<file path="src/rtl/context_scheduler.sv">
// Round-robin time-slice scheduler that shares one core between NPROC resident programs.
// Define SCHED_PRIO_EN to add a per-slot priority bit (create_prio) that SELECT honours first.
module context_scheduler #(
  parameter int          NPROC   = 4,
  parameter int          PIDW    = 2,
  parameter int          QUANTUM = 11,
  parameter logic [31:0] OS_PC   = 32'h0
) (
  input  logic             CLK,
  input  logic             reset,
  input  logic             create,
  input  logic [PIDW-1:0]  create_pid,
  input  logic [31:0]      create_pc,
`ifdef SCHED_PRIO_EN
  input  logic             create_prio,
`endif
  input  logic             retire,
  input  logic [31:0]      pc_now,
  input  logic             io_block,
  input  logic [NPROC-1:0] io_done,
  input  logic             exit,
  output logic             load_pc,
  output logic [31:0]      load_addr,
  output logic [PIDW-1:0]  cur_pid,
  output logic             running,
  output logic             in_os,
  output logic [NPROC-1:0] slot_busy
);
  typedef enum logic [1:0] {S_FREE, S_READY, S_RUNNING, S_BLOCKED} slot_e;
  typedef enum logic [2:0] {IDLE, SELECT, DISPATCH, RUN, SAVE} fsm_e;
  typedef enum logic [1:0] {R_EXIT, R_BLOCK, R_QUANT} why_e;

  fsm_e            state_q, state_d;
  why_e            why_q, why_d;
  slot_e           slot_q [NPROC];
  slot_e           slot_d [NPROC];
  logic [31:0]     spc_q  [NPROC];
  logic [31:0]     spc_d  [NPROC];
  logic [7:0]      cnt_q, cnt_d;
  logic [PIDW-1:0] rr_q, rr_d, cur_q, cur_d;
  logic            load_q, load_d;
  logic [31:0]     addr_q, addr_d;

  logic [NPROC-1:0] ready_v, cand_v;
  logic             found;
  logic [PIDW-1:0]  pick;

  // Scan rr+1, rr+2 ... rr; the descending loop lets the nearest candidate win.
  function automatic logic [PIDW:0] rr_pick(input logic [NPROC-1:0] cand,
                                            input logic [PIDW-1:0]  rr);
    logic [PIDW:0]   r;
    logic [PIDW-1:0] ix;
    int              idx;
    r = '0;
    for (int k = NPROC; k >= 1; k--) begin
      idx = int'(rr) + k;
      if (idx >= NPROC) idx = idx - NPROC;
      ix = PIDW'(idx);
      if (cand[ix]) r = {1'b1, ix};
    end
    return r;
  endfunction

  for (genvar g = 0; g < NPROC; g++) begin : g_slot
    assign ready_v[g]   = (slot_q[g] == S_READY);
    assign slot_busy[g] = (slot_q[g] != S_FREE);
  end

`ifdef SCHED_PRIO_EN
  logic [NPROC-1:0] prio_q, prio_d;
  always_comb cand_v = (|(ready_v & prio_q)) ? (ready_v & prio_q) : ready_v;
`else
  always_comb cand_v = ready_v;
`endif

  assign {found, pick} = rr_pick(cand_v, rr_q);

  always_comb begin
    state_d = state_q;
    why_d   = why_q;
    cnt_d   = cnt_q;
    rr_d    = rr_q;
    cur_d   = cur_q;
    load_d  = 1'b0;
    addr_d  = addr_q;
`ifdef SCHED_PRIO_EN
    prio_d  = prio_q;
`endif
    // Slot-local events; their source states never overlap, so order is irrelevant.
    for (int i = 0; i < NPROC; i++) begin
      slot_d[i] = slot_q[i];
      spc_d[i]  = spc_q[i];
      if (slot_q[i] == S_BLOCKED && io_done[i]) slot_d[i] = S_READY;
      if (create && int'(create_pid) == i && slot_q[i] == S_FREE) begin
        slot_d[i] = S_READY;
        spc_d[i]  = create_pc;
`ifdef SCHED_PRIO_EN
        prio_d[i] = create_prio;
`endif
      end
    end

    case (state_q)
      IDLE: if (|ready_v) state_d = SELECT;
      SELECT: begin
        load_d = ~found;
        if (found) begin
          cur_d   = pick;
          addr_d  = spc_q[pick];
          load_d  = 1'b1;
          state_d = DISPATCH;
        end else begin
          addr_d  = OS_PC;
          state_d = IDLE;
        end
      end
      DISPATCH: begin
        for (int i = 0; i < NPROC; i++)
          if (int'(cur_q) == i) slot_d[i] = S_RUNNING;
        rr_d    = cur_q;
        cnt_d   = '0;
        state_d = RUN;
      end
      RUN: begin
        if (retire) cnt_d = cnt_q + 8'd1;
        if (exit) begin
          why_d = R_EXIT;   state_d = SAVE;
        end else if (io_block) begin
          why_d = R_BLOCK;  state_d = SAVE;
        end else if (retire && cnt_q == 8'(QUANTUM - 1)) begin
          why_d = R_QUANT;  state_d = SAVE;
        end
      end
      SAVE: begin
        for (int i = 0; i < NPROC; i++) begin
          if (int'(cur_q) == i) begin
            spc_d[i] = pc_now;
            case (why_q)
              R_EXIT:  slot_d[i] = S_FREE;
              R_BLOCK: slot_d[i] = io_done[i] ? S_READY : S_BLOCKED;
              default: slot_d[i] = S_READY;
            endcase
          end
        end
        state_d = SELECT;
      end
      default: state_d = IDLE;
    endcase
  end

  always_ff @(posedge CLK) begin
    if (reset) begin
      state_q <= IDLE;
      why_q   <= R_QUANT;
      cnt_q   <= '0;
      rr_q    <= PIDW'(NPROC - 1);
      cur_q   <= '0;
      load_q  <= 1'b0;
      addr_q  <= OS_PC;
      for (int i = 0; i < NPROC; i++) begin
        slot_q[i] <= S_FREE;
        spc_q[i]  <= '0;
      end
`ifdef SCHED_PRIO_EN
      prio_q  <= '0;
`endif
    end else begin
      state_q <= state_d;
      why_q   <= why_d;
      cnt_q   <= cnt_d;
      rr_q    <= rr_d;
      cur_q   <= cur_d;
      load_q  <= load_d;
      addr_q  <= addr_d;
      for (int i = 0; i < NPROC; i++) begin
        slot_q[i] <= slot_d[i];
        spc_q[i]  <= spc_d[i];
      end
`ifdef SCHED_PRIO_EN
      prio_q  <= prio_d;
`endif
    end
  end

  assign load_pc   = load_q;
  assign load_addr = addr_q;
  assign cur_pid   = cur_q;
  assign running   = (state_q == RUN);
  assign in_os     = ~running;
endmodule

</file>
<file path="config.mk">
export PLATFORM = sky130hd
export DESIGN_NAME = context_scheduler
export DESIGN_NICKNAME = d
export VERILOG_FILES = /design/src/rtl/context_scheduler.sv
export SDC_FILE = /design/constraint.sdc
export NUM_CORES = 1
export LEC_CHECK = 0
export CAP_MARGIN = 25
export CORE_MARGIN = 8
export CORE_UTILIZATION = 45
export DETAILED_ROUTE_END_ITERATION = 12
export DONT_BUFFER_PORTS = 1
export PLACE_DENSITY = 0.68
export SYNTH_ARGS = -nofsm -noshare
export SYNTH_HDL_FRONTEND = slang
export SYNTH_SLANG_ARGS = --single-unit
</file>
<file path="constraint.sdc">
create_clock -name CLK -period 2.1 [get_ports CLK]
set_input_delay 0.315 -clock CLK [delete_from_list [all_inputs] [get_ports CLK]]
set_output_delay 0.315 -clock CLK [all_outputs]
set_load 0.01 [all_outputs]
</file>
==> flow_summary.toml <==
[floorplanning]
dieWidth_um = 160
coreArea_um2 = 20300
dieArea_um2 = 25700
io-pin-count = 117
die_h_um = 160
start_util = 0.461
rows = 52

[sta]
slew_headroom = 0.603
period_share = 0.981
rsz0062_at_grt = "yes"
fin_worst_skew_ns = 0.0119
min_period_ns = 2.06
finalSetupViolCount = 0
finalWorstSetupSlack_ns = 0.0401
worstMarginPinSlew_ns = 0.593
finalMaxSlewViolations = 0
finalHoldViolations = 0
whs_ns = 0.0156
clock.fmax_ghz = 0.485

[power]
pwr-share-comb = 0.133
pwr-share-seq = 0.461
p_sw_frac = 0.260
power_mw = 8.13
pwr-share-clk = 0.406
p_leak_nw = 4.09
power_density_nw_per_um2 = 744
switching_power_mw = 2.11
vdd_drop_max_uv = 567
p_int_mw = 6.02

[route]
drtIter0Drc = 598
drt_wl_total_mm = 29.7
num_vias = 8529
drtAntennaViolNets = 0
avgViaCountPerCell = 6.32
drtPass1Iterations = 7
drc = 0
wire_per_inst_um = 22.0

[place]
detailedPlacementHpwl_mm = 18.4
preCtsSetupSlack_ns = 0.00528
dpl_cell_area_um2 = 10000
gp_congestion = 0.898
numPortBuffers = 0

[yosys]
synthTopCellsByArea = "dfxtp_1 40%, mux2i_1 14%, a211oi_1 13%, nor2_1 6.3%, o221ai_1 3.0%"
syn_avg_cell_area_um2 = 8.80
netlist_area_um2 = 9350
synthDistinctLibCells = 60
yosysTopAreaCell = "dfxtp_1"
synth_seq_cells = 186
syn_inst = 1063
synthesis.nets = 1141
yosys_warnings = 0
ys.flop_type = "dfxtp_1"
synth_edf_count = 0
async_reset_ff_frac = 0
ys_seq_area_frac = 0.398
yosys.area.top_type_share = 0.398

[final_layout]
nets = 1145
final_util = 0.538
drive_above_1_share = 0.131
n_antenna_cell = 0
fin_area_um2 = 10900
syn2layout_area_growth_pct = 16.9

[global_routing]
antenna_found_initial = 0
grt_pass1_vias = 8171
grt_pass1_wl_mm = 46.1
grt_usage = 0.221
grt_max_degree = 151
grt_overflow = 0

[worst_setup_path]
slowest_delay_ns = 0.40
worstPathMaxFanout = 6
crit_type = "reg -> reg"
slowest_stage = "or4_1"
crit_path_end_kind = "flop"
start_kind = "flop"
worstPathCellList = "and2b_1 > buf_4 > or4_1 > nand4_1 > nor4_1 > or3_1 > o31ai_2"
worstPathRequired_ns = 2.45
crit_arrival_ns = 2.41

[outcome]
status = "complete, no violations"

[cts]
clk_latency_ns = 0.44
cts_tree = "built"
cts.sinks = 186
clk_pin_slew_ns = 0.06
cts_buffers = 17
cts_root_buffer = "clkbuf_16"
clockBufferDepth = 2
cts_max_level = 4

[worst_hold_path]
hold_path_class = "in -> reg"

[flow_run]
maxCapViolCount = 0
[power groups by stage]
stage	clock [mW]	sequential, mW	combinational, mW
6_report	3.30	3.75	1.08
4_1_cts	3.35	3.75	0.971
5_1_grt	3.50	3.76	1.16
3_5_place_dp	0	3.83	0.948
2_1_floorplan	0	3.79	0.676
3_3_place_gp	0	3.83	0.934
[synthesized netlist by cell type (9+ instances only)]
master	n
a211oi_1	163
inv_1	9
buf_2	18
a21oi_1	20
clkbuf_1	67
o221ai_1	32
mux2i_1	128
o22ai_1	32
nand2_1	55
nand3_1	12
dfxtp_1	186
buf_1	11
nor2_1	157
nand2b_1	11
nor3b_1	36
o21ai_0	14
o31ai_1	31
[registers in the layout, summed over array words and instances, names as in the netlist]
signal     cells
spc_q        128
why_q          2
load_pc        1
load_addr     32
cnt_q          8
slot_q         8
rr_q           2
state_q        3
cur_pid        2
[worst paths after layout]
path / start / endpoint / slack (ns) / cells after the start
setup / recovery: slot_q[2][1] / load_addr[18] / 0.04 / 7
hold / removal: reset / rr_q[0] / 0.02 / 1
setup reg to reg: slot_q[2][1] / load_addr[18] / 0.04 / 7
hold reg to reg: cnt_q[7] / cnt_q[7] / 0.49 / 2
[per-layer routing]
layer	routed length, µm	global-route usage	vias up
li1	-	-	4014
met1	12500	0.275	4123
met2	14000	0.357	339
met3	2520	0.0591	53
met4	740	0.0875	0
met5	0	0	-
[worst max-delay path, delay by kind of cell (launching register included)]
family / cells / cell delay, ns
simple gates: 5 / 1.23
flops: 1 / 0.36
compound gates: 1 / 0.23
buf+inv: 1 / 0.16
[final cells by class]
type	instances	area, µm²
Inverter	10	37.5
Tap cell	270	338
Clock buffer	21	450
Fill cell	1856	9370
Sequential cell	186	3730
Timing Repair Buffer	86	910
Multi-Input combinational cell	766	5320
Clock inverter	10	141
[cell usage in the layout (no fill, tap or decap), types with 3 or more instances in the layout]
master and instances:
dfxtp_2 6, xor2_1 4, buf_12 14, a211oi_1 163, or2_2 4, o21ai_0 13, bufinv_16 3, nand2b_1 8
nor3b_1 35, mux2i_1 128, a31oi_4 3, dfxtp_1 180, nor3_1 6, nand4_1 7, clkbuf_1 3, clkbuf_16 17
dlygate4sd3_1 15, o22ai_1 32, or3_1 5, nand3_2 5, o31ai_1 31, nand3_1 7, inv_1 9, nor2_1 154
nand2_1 54, a21oi_1 19, buf_6 3, buf_4 52, nor2b_1 5, o221ai_1 32
[timing repair]
item,CTS,global route
gates cloned,0,0
hold buffers,14,4
pin swaps,0,2
gates resized for setup,1,25
endpoints found under the setup margin,6,45
buffers inserted,0,1
hold endpoints to repair,146,61
[per-stage QoR]
stage	cells	setup TNS [ns]
6_report	1349	0
3_3_place_gp	1299	0
5_1_grt	1349	-0.0603
2_1_floorplan	1063	0
4_1_cts	1344	0
3_5_place_dp	1299	0
[kinds of logic (layout without fill, tap and decap cells)]
| logic type | Yosys count | after routing | share of synthesized area |
|---|---|---|---|
| compound gates | 318 | 318 | 0.249 |
| xor+xnor | 4 | 4 | 0.00375 |
| fa+ha+maj | 2 | 2 | 0.00268 |
| buf+inv | 111 | 127 | 0.0502 |
| flops | 186 | 186 | 0.398 |
| mux | 129 | 129 | 0.138 |
| simple gates | 313 | 313 | 0.158 |
(Power assumes the default switching activity.)
